## src/rtl/serial_pattern_tx.sv

```systemverilog
// serial_pattern_tx: shifts a latched pattern out MSB-first, repeated in_reps+1 times with idle gaps
module serial_pattern_tx #(
  parameter int WIDTH      = 8,
  parameter int LEN_W      = 4,
  parameter int REP_W      = 4,
  parameter int GAP_CYCLES = 2
) (
  input  logic             clk,
  input  logic             rst_n,
  input  logic             in_valid,
  output logic             in_ready,
  input  logic [WIDTH-1:0] in_data,
  input  logic [LEN_W-1:0] in_len,
  input  logic [REP_W-1:0] in_reps,
  input  logic             abort,
  output logic             out,
  output logic             out_valid,
  output logic             busy,
  output logic             done
);
  localparam int GW = GAP_CYCLES > 1 ? $clog2(GAP_CYCLES) : 1;
  typedef enum logic [1:0] {IDLE, SHIFT, GAP} state_t;
  state_t state, state_n;
  logic [WIDTH-1:0] pat, pat_n, sh, sh_n, aligned;
  logic [LEN_W-1:0] len, len_n, bit_cnt, bit_n, eff_len;
  logic [REP_W-1:0] rep_cnt, rep_n;
  logic [GW-1:0] gap_cnt, gap_n;
  logic out_n, ov_n, busy_n, done_n;
  assign in_ready = state == IDLE;
  assign eff_len = in_len > LEN_W'(WIDTH) ? LEN_W'(WIDTH) : in_len;
  // patterns are stored MSB-aligned so every bit leaves from the top of the shifter
  assign aligned = in_data << (LEN_W'(WIDTH) - eff_len);
  always_comb begin
    state_n = state;
    pat_n = pat;
    sh_n = sh;
    len_n = len;
    bit_n = bit_cnt;
    rep_n = rep_cnt;
    gap_n = gap_cnt;
    out_n = 1'b0;
    ov_n = 1'b0;
    busy_n = 1'b0;
    done_n = 1'b0;
    case (state)
      IDLE: if (in_valid && !abort) begin
        pat_n = aligned;
        len_n = eff_len;
        rep_n = in_reps;
        if (eff_len == '0) done_n = 1'b1;
        else begin
          state_n = SHIFT;
          out_n = aligned[WIDTH-1];
          sh_n = aligned << 1;
          bit_n = eff_len - 1'b1;
          ov_n = 1'b1;
          busy_n = 1'b1;
        end
      end
      SHIFT: if (bit_cnt != '0) begin
        out_n = sh[WIDTH-1];
        sh_n = sh << 1;
        bit_n = bit_cnt - 1'b1;
        ov_n = 1'b1;
        busy_n = 1'b1;
      end else if (rep_cnt != '0) begin
        rep_n = rep_cnt - 1'b1;
        busy_n = 1'b1;
        if (GAP_CYCLES > 0) begin
          state_n = GAP;
          gap_n = GW'(GAP_CYCLES - 1);
        end else begin
          out_n = pat[WIDTH-1];
          sh_n = pat << 1;
          bit_n = len - 1'b1;
          ov_n = 1'b1;
        end
      end else begin
        state_n = IDLE;
        done_n = 1'b1;
      end
      GAP: begin
        busy_n = 1'b1;
        if (gap_cnt != '0) gap_n = gap_cnt - 1'b1;
        else begin
          state_n = SHIFT;
          out_n = pat[WIDTH-1];
          sh_n = pat << 1;
          bit_n = len - 1'b1;
          ov_n = 1'b1;
        end
      end
      default: state_n = IDLE;
    endcase
    if (abort) begin
      state_n = IDLE;
      bit_n = '0;
      rep_n = '0;
      gap_n = '0;
      out_n = 1'b0;
      ov_n = 1'b0;
      busy_n = 1'b0;
      done_n = 1'b0;
    end
  end
  always_ff @(posedge clk or negedge rst_n)
    if (!rst_n) begin
      state <= IDLE;
      pat <= '0;
      sh <= '0;
      len <= '0;
      bit_cnt <= '0;
      rep_cnt <= '0;
      out <= 1'b0;
      out_valid <= 1'b0;
      busy <= 1'b0;
      done <= 1'b0;
    end else begin
      state <= state_n;
      pat <= pat_n;
      sh <= sh_n;
      len <= len_n;
      bit_cnt <= bit_n;
      rep_cnt <= rep_n;
      out <= out_n;
      out_valid <= ov_n;
      busy <= busy_n;
      done <= done_n;
    end
  generate
    if (GAP_CYCLES > 0) begin : g_gap
      always_ff @(posedge clk or negedge rst_n)
        if (!rst_n) gap_cnt <= '0;
        else gap_cnt <= gap_n;
    end else begin : g_nogap
      assign gap_cnt = '0;
    end
  endgenerate
endmodule

```

## config.mk

```make
export PLATFORM = sky130hd
export DESIGN_NAME = serial_pattern_tx
export DESIGN_NICKNAME = d
export VERILOG_FILES = /design/src/rtl/serial_pattern_tx.sv
export SDC_FILE = /design/constraint.sdc
export NUM_CORES = 1
export LEC_CHECK = 0
export CAP_MARGIN = 20
export CELL_PAD_IN_SITES_DETAIL_PLACEMENT = 1
export CELL_PAD_IN_SITES_GLOBAL_PLACEMENT = 2
export CORE_ASPECT_RATIO = 0.75
export CORE_MARGIN = 5
export CORE_UTILIZATION = 34
export DETAILED_ROUTE_END_ITERATION = 8
export PLACE_DENSITY = 0.86
export SLEW_MARGIN = 15
export SYNTH_ARGS = -nofsm -noshare
export SYNTH_HDL_FRONTEND = slang
export SYNTH_SLANG_ARGS = --single-unit
```

## constraint.sdc

```tcl
create_clock -name clk -period 2.8 [get_ports clk]
set_input_delay 0.42 -clock clk [delete_from_list [all_inputs] [get_ports clk]]
set_output_delay 0.42 -clock clk [all_outputs]
set_load 0.01 [all_outputs]
```

==> results.txt <==
----------------------------------------------------
[Final layout]
  Most common cell after layout, fill and taps aside ... nand2_1
  Multi-input combinational cell area ... 1230 um2
  Register Area ... 851 um2
  Share of layout cells above drive strength 1 ... 12.2%
  Fillcell total ... 743
  Commonest cells after routing, fill and taps aside ... nand2_1, dfrtp_1, o21ai_0, clkdlybuf4s50_1, buf_4
  Net count, final ... 305
  Layout overhead on the synthesized area ... 21.1%
  Antenna Cells ... 0

[Yosys]
  Mapped Cells ... 248
  Yosys cell types ... 47
  Post-Synthesis Mean Instance Area ... 8.88 um2
  Post-synthesis cell type with the largest combined area ... dfrtp_1
  Count of flip-flops with a built-in enable after synthesis ... 0
  Netlist area before placement ... 2200 um2
  Cell types with the largest area share after synthesis ... dfrtp_1, nand2_1, o21ai_0
  Sequential cell area fraction in the yosys report ... 38.6%
  Portion of synthesized cell area occupied by the leading cell type ... 38.6%
  Synthesis Warnings ... 0
  Proportion of register bits with asynchronous set or reset after synthesis ... 100%
  Post-synth top flop ... dfrtp_1
  #FFs+latches synth ... 34
  Post-Synthesis Net Count ... 275

[STA]
  Transition time at the pin with the least slew margin ... 0.617 ns
  Final clock period utilization by the worst path ... 86.9%
  Slew headroom ... 58.5%
  RSZ-0062 raised after global routing ... no
  Final sum of negative setup slack ... 0 ns
  Final hold violations ... 0
  Slew Limit Fails ... 0
  Setup Viol. Count Final ... 0
  Final critical path time including I/O delays and setup ... 2.43 ns
  Clock tree skew after final layout ... 0.00479 ns
  Maximum frequency from static timing analysis ... 411 MHz

[Clock tree]
  Num CTS Buffers ... 5
  Clk pin slew, worst setup/hold paths ... 0.07 ns
  Max clock buf depth ... 2
  TritonCTS clock tree ... done
  Clock network latency to the later pin of the worst-skew pair ... 0.28 ns
  Total number of clock tree sinks ... 34
  Number of buffers inserted by post-CTS setup repair ... 0
  Number of gates resized after CTS ... 0
  Cell at the root of the clock tree ... clkbuf_8
  Count of hold buffers inserted by post-cts repair ... 0
  Clock H-tree levels ... 2

[Worst setup path]
  Worst-path maximum fanout ... 6
  Required time of the critical path ... 2.98 ns
  Max incr delay on CP ... 0.52 ns
  Slowest library cell on the worst path ... clkdlybuf4s50_1
  Crit Path Class ... input pin to flop
  Buf/Inv on CP ... 2
  Category of cells accounting for the largest share of critical-path delay ... buffers and inverters
  Kind of capture point of the worst setup path ... flop
  Crit path arrival time ... 2.61 ns
  Crit start category ... input pin
  Critical-path cell list ... clkdlybuf4s50_1, nor2b_4, inv_6, ha_1, mux4_1, a22oi_2, o221ai_1, and2_1
  Launching point of the worst reg2reg path ... state[0]
  Startpoint of the most critical setup path ... in_len[0]

[Route]
  Number of vias after detailed routing ... 1,951
  Total wirelength of the detailed-routed design ... 6.04 mm
  Number of optimization iterations in the first detailed-route pass ... 4
  WL per Instance ... 16.8 um
  Remaining number of nets flagged by the antenna check after routing ... 0
  Starting DRT DRC Count ... 85
  DRC violation count after routing ... 0
  Via density ... 5.42

[Floorplan]
  Core area ... 6290 um2
  Num rows ... 25
  Overall die height ... 79.7 um
  DIE AREA ... 8210 um2
  Top-level I/O count ... 25
  Starting Density ... 35.0%
  Die Width ... 103 um

[Place]
  DPL Wire Length ... 4.54 mm
  Count of buffers inserted at the top-level ports ... 24
  Final RePlAce weighted congestion ... 0.765

[GRT]
  Via count of the first global-routing pass ... 2,028
  Pin count of the biggest net entering global routing ... 35
  First-pass GRT wire length ... 10.2 mm
  Aggregate global routing overflow ... 0
  Antenna violations before repair ... 0
  GRT Util Overall ... 15.9%

[Power]
  Maximum resistive drop on vdd ... 0.340 mV
  Total power of the final layout ... 2.69 mW
  Power Density ... 1010 nW/um2
  Leakage power of the design ... 1.14 nW

[Run]
  Max Cap Viol ... 0

[Run status]
  Result of the run ... completed

[Hold path]
  Launch instance of the worst min-delay path ... pat[4]
  Hold Crit Class ... flop to flop

----------------------------------------------------
-- path summary, 6_finish.rpt --
| check | end | slack (ns) | cells past startpoint |
|---|---|---|---|
| min in group asynchronous | len[1] | 0.55 | 2 |
| worst min register to register | pat[4] | 0.49 | 2 |
| worst min-delay path | pat[4] | 0.49 | 2 |
| worst max-delay path | out | 0.37 | 8 |
| max in group asynchronous | rep_cnt[0] | 1.94 | 2 |
| worst max register to register | bit_cnt[1] | 0.71 | 7 |
-- cell families (layout without fill, tap and decap cells) --
family | count (synthesis) | in the layout | share of synthesized area [%]
AO/OA/AOI/OAI | 72 | 72 | 21.0
XOR/XNOR | 5 | 5 | 1.99
adder cells (fa/ha/maj) | 7 | 7 | 3.97
buffers and inverters | 26 | 57 | 5.45
flip-flops | 34 | 34 | 38.6
multiplexers | 16 | 16 | 9.60
AND/OR/NAND/NOR | 88 | 88 | 19.4
-- where the power goes --
group	total, mW	switching, mW	internal, mW
Clock	0.381	0.182	0.199
Combinational	1.46	0.822	0.636
Sequential	0.856	0.153	0.702
Total	2.69	1.16	1.54
-- synth_stat cells (2+ instances only) --
cell       n
dfrtp_1   34
nor3b_1    2
clkbuf_1  11
a22o_1     2
nor4_1     2
xor2_1     2
buf_2      2
mux4_1     2
xnor2_1    3
mux2i_1    8
a311oi_1   2
inv_1     10
a21oi_1   13
a21o_1     2
mux2_2     5
nor3_1     4
o21ai_0   27
a22oi_1    7
a32oi_1    2
o31ai_1    3
ha_1       7
nand2_1   42
buf_6      2
nand3_1    9
nand3b_1   5
a31oi_1    3
nand2b_1   9
nor2_1     9
-- state kept, by name (all words and copies together), names as in the netlist --
register	flops
pat	8
sh	7
bit_cnt	4
len	4
rep_cnt	4
state	2
busy	1
done	1
gap_cnt	1
out	1
out_valid	1
-- cell type report --
| type | count | area share [%] |
|---|---|---|
| Tap cell | 81 | 3.80 |
| Inverter | 11 | 1.74 |
| Clock buffer | 7 | 3.24 |
| Clock inverter | 1 | 0.188 |
| Multi-Input combinational cell | 188 | 46.2 |
| Sequential cell | 34 | 31.9 |
| Timing Repair Buffer | 38 | 12.9 |
-- metrics by stage --
stage                     hold slack, ns  util (%)  setup slack, ns  area, um2  std cells
after floorplan                    0.124         -            0.497       2200        248
after global placement             0.463      41.0           0.0990       2580        352
after detailed placement           0.476      41.0           0.0746       2580        352
after CTS                          0.495      42.4            0.356       2670        360
after global routing               0.517      42.4            0.174       2670        360
final                              0.490      42.4            0.367       2670        360
-- worst min-delay path, delay by kind of cell, from the launching register on --
kind,cells,cell delay (ns)
AND/OR/NAND/NOR,1,0.05
AO/OA/AOI/OAI,1,0.06
flip-flops,1,0.35
-- metal layers --
metal	track usage (%)	part of all wire, %	vias up
met1	22.9	50	984
met5	0	0	-
met4	2.72	0.70	0
met2	24.8	47	19
met3	3.41	2.3	6
li1	-	-	942
Note: power is estimated with default switching activity, not from simulation.
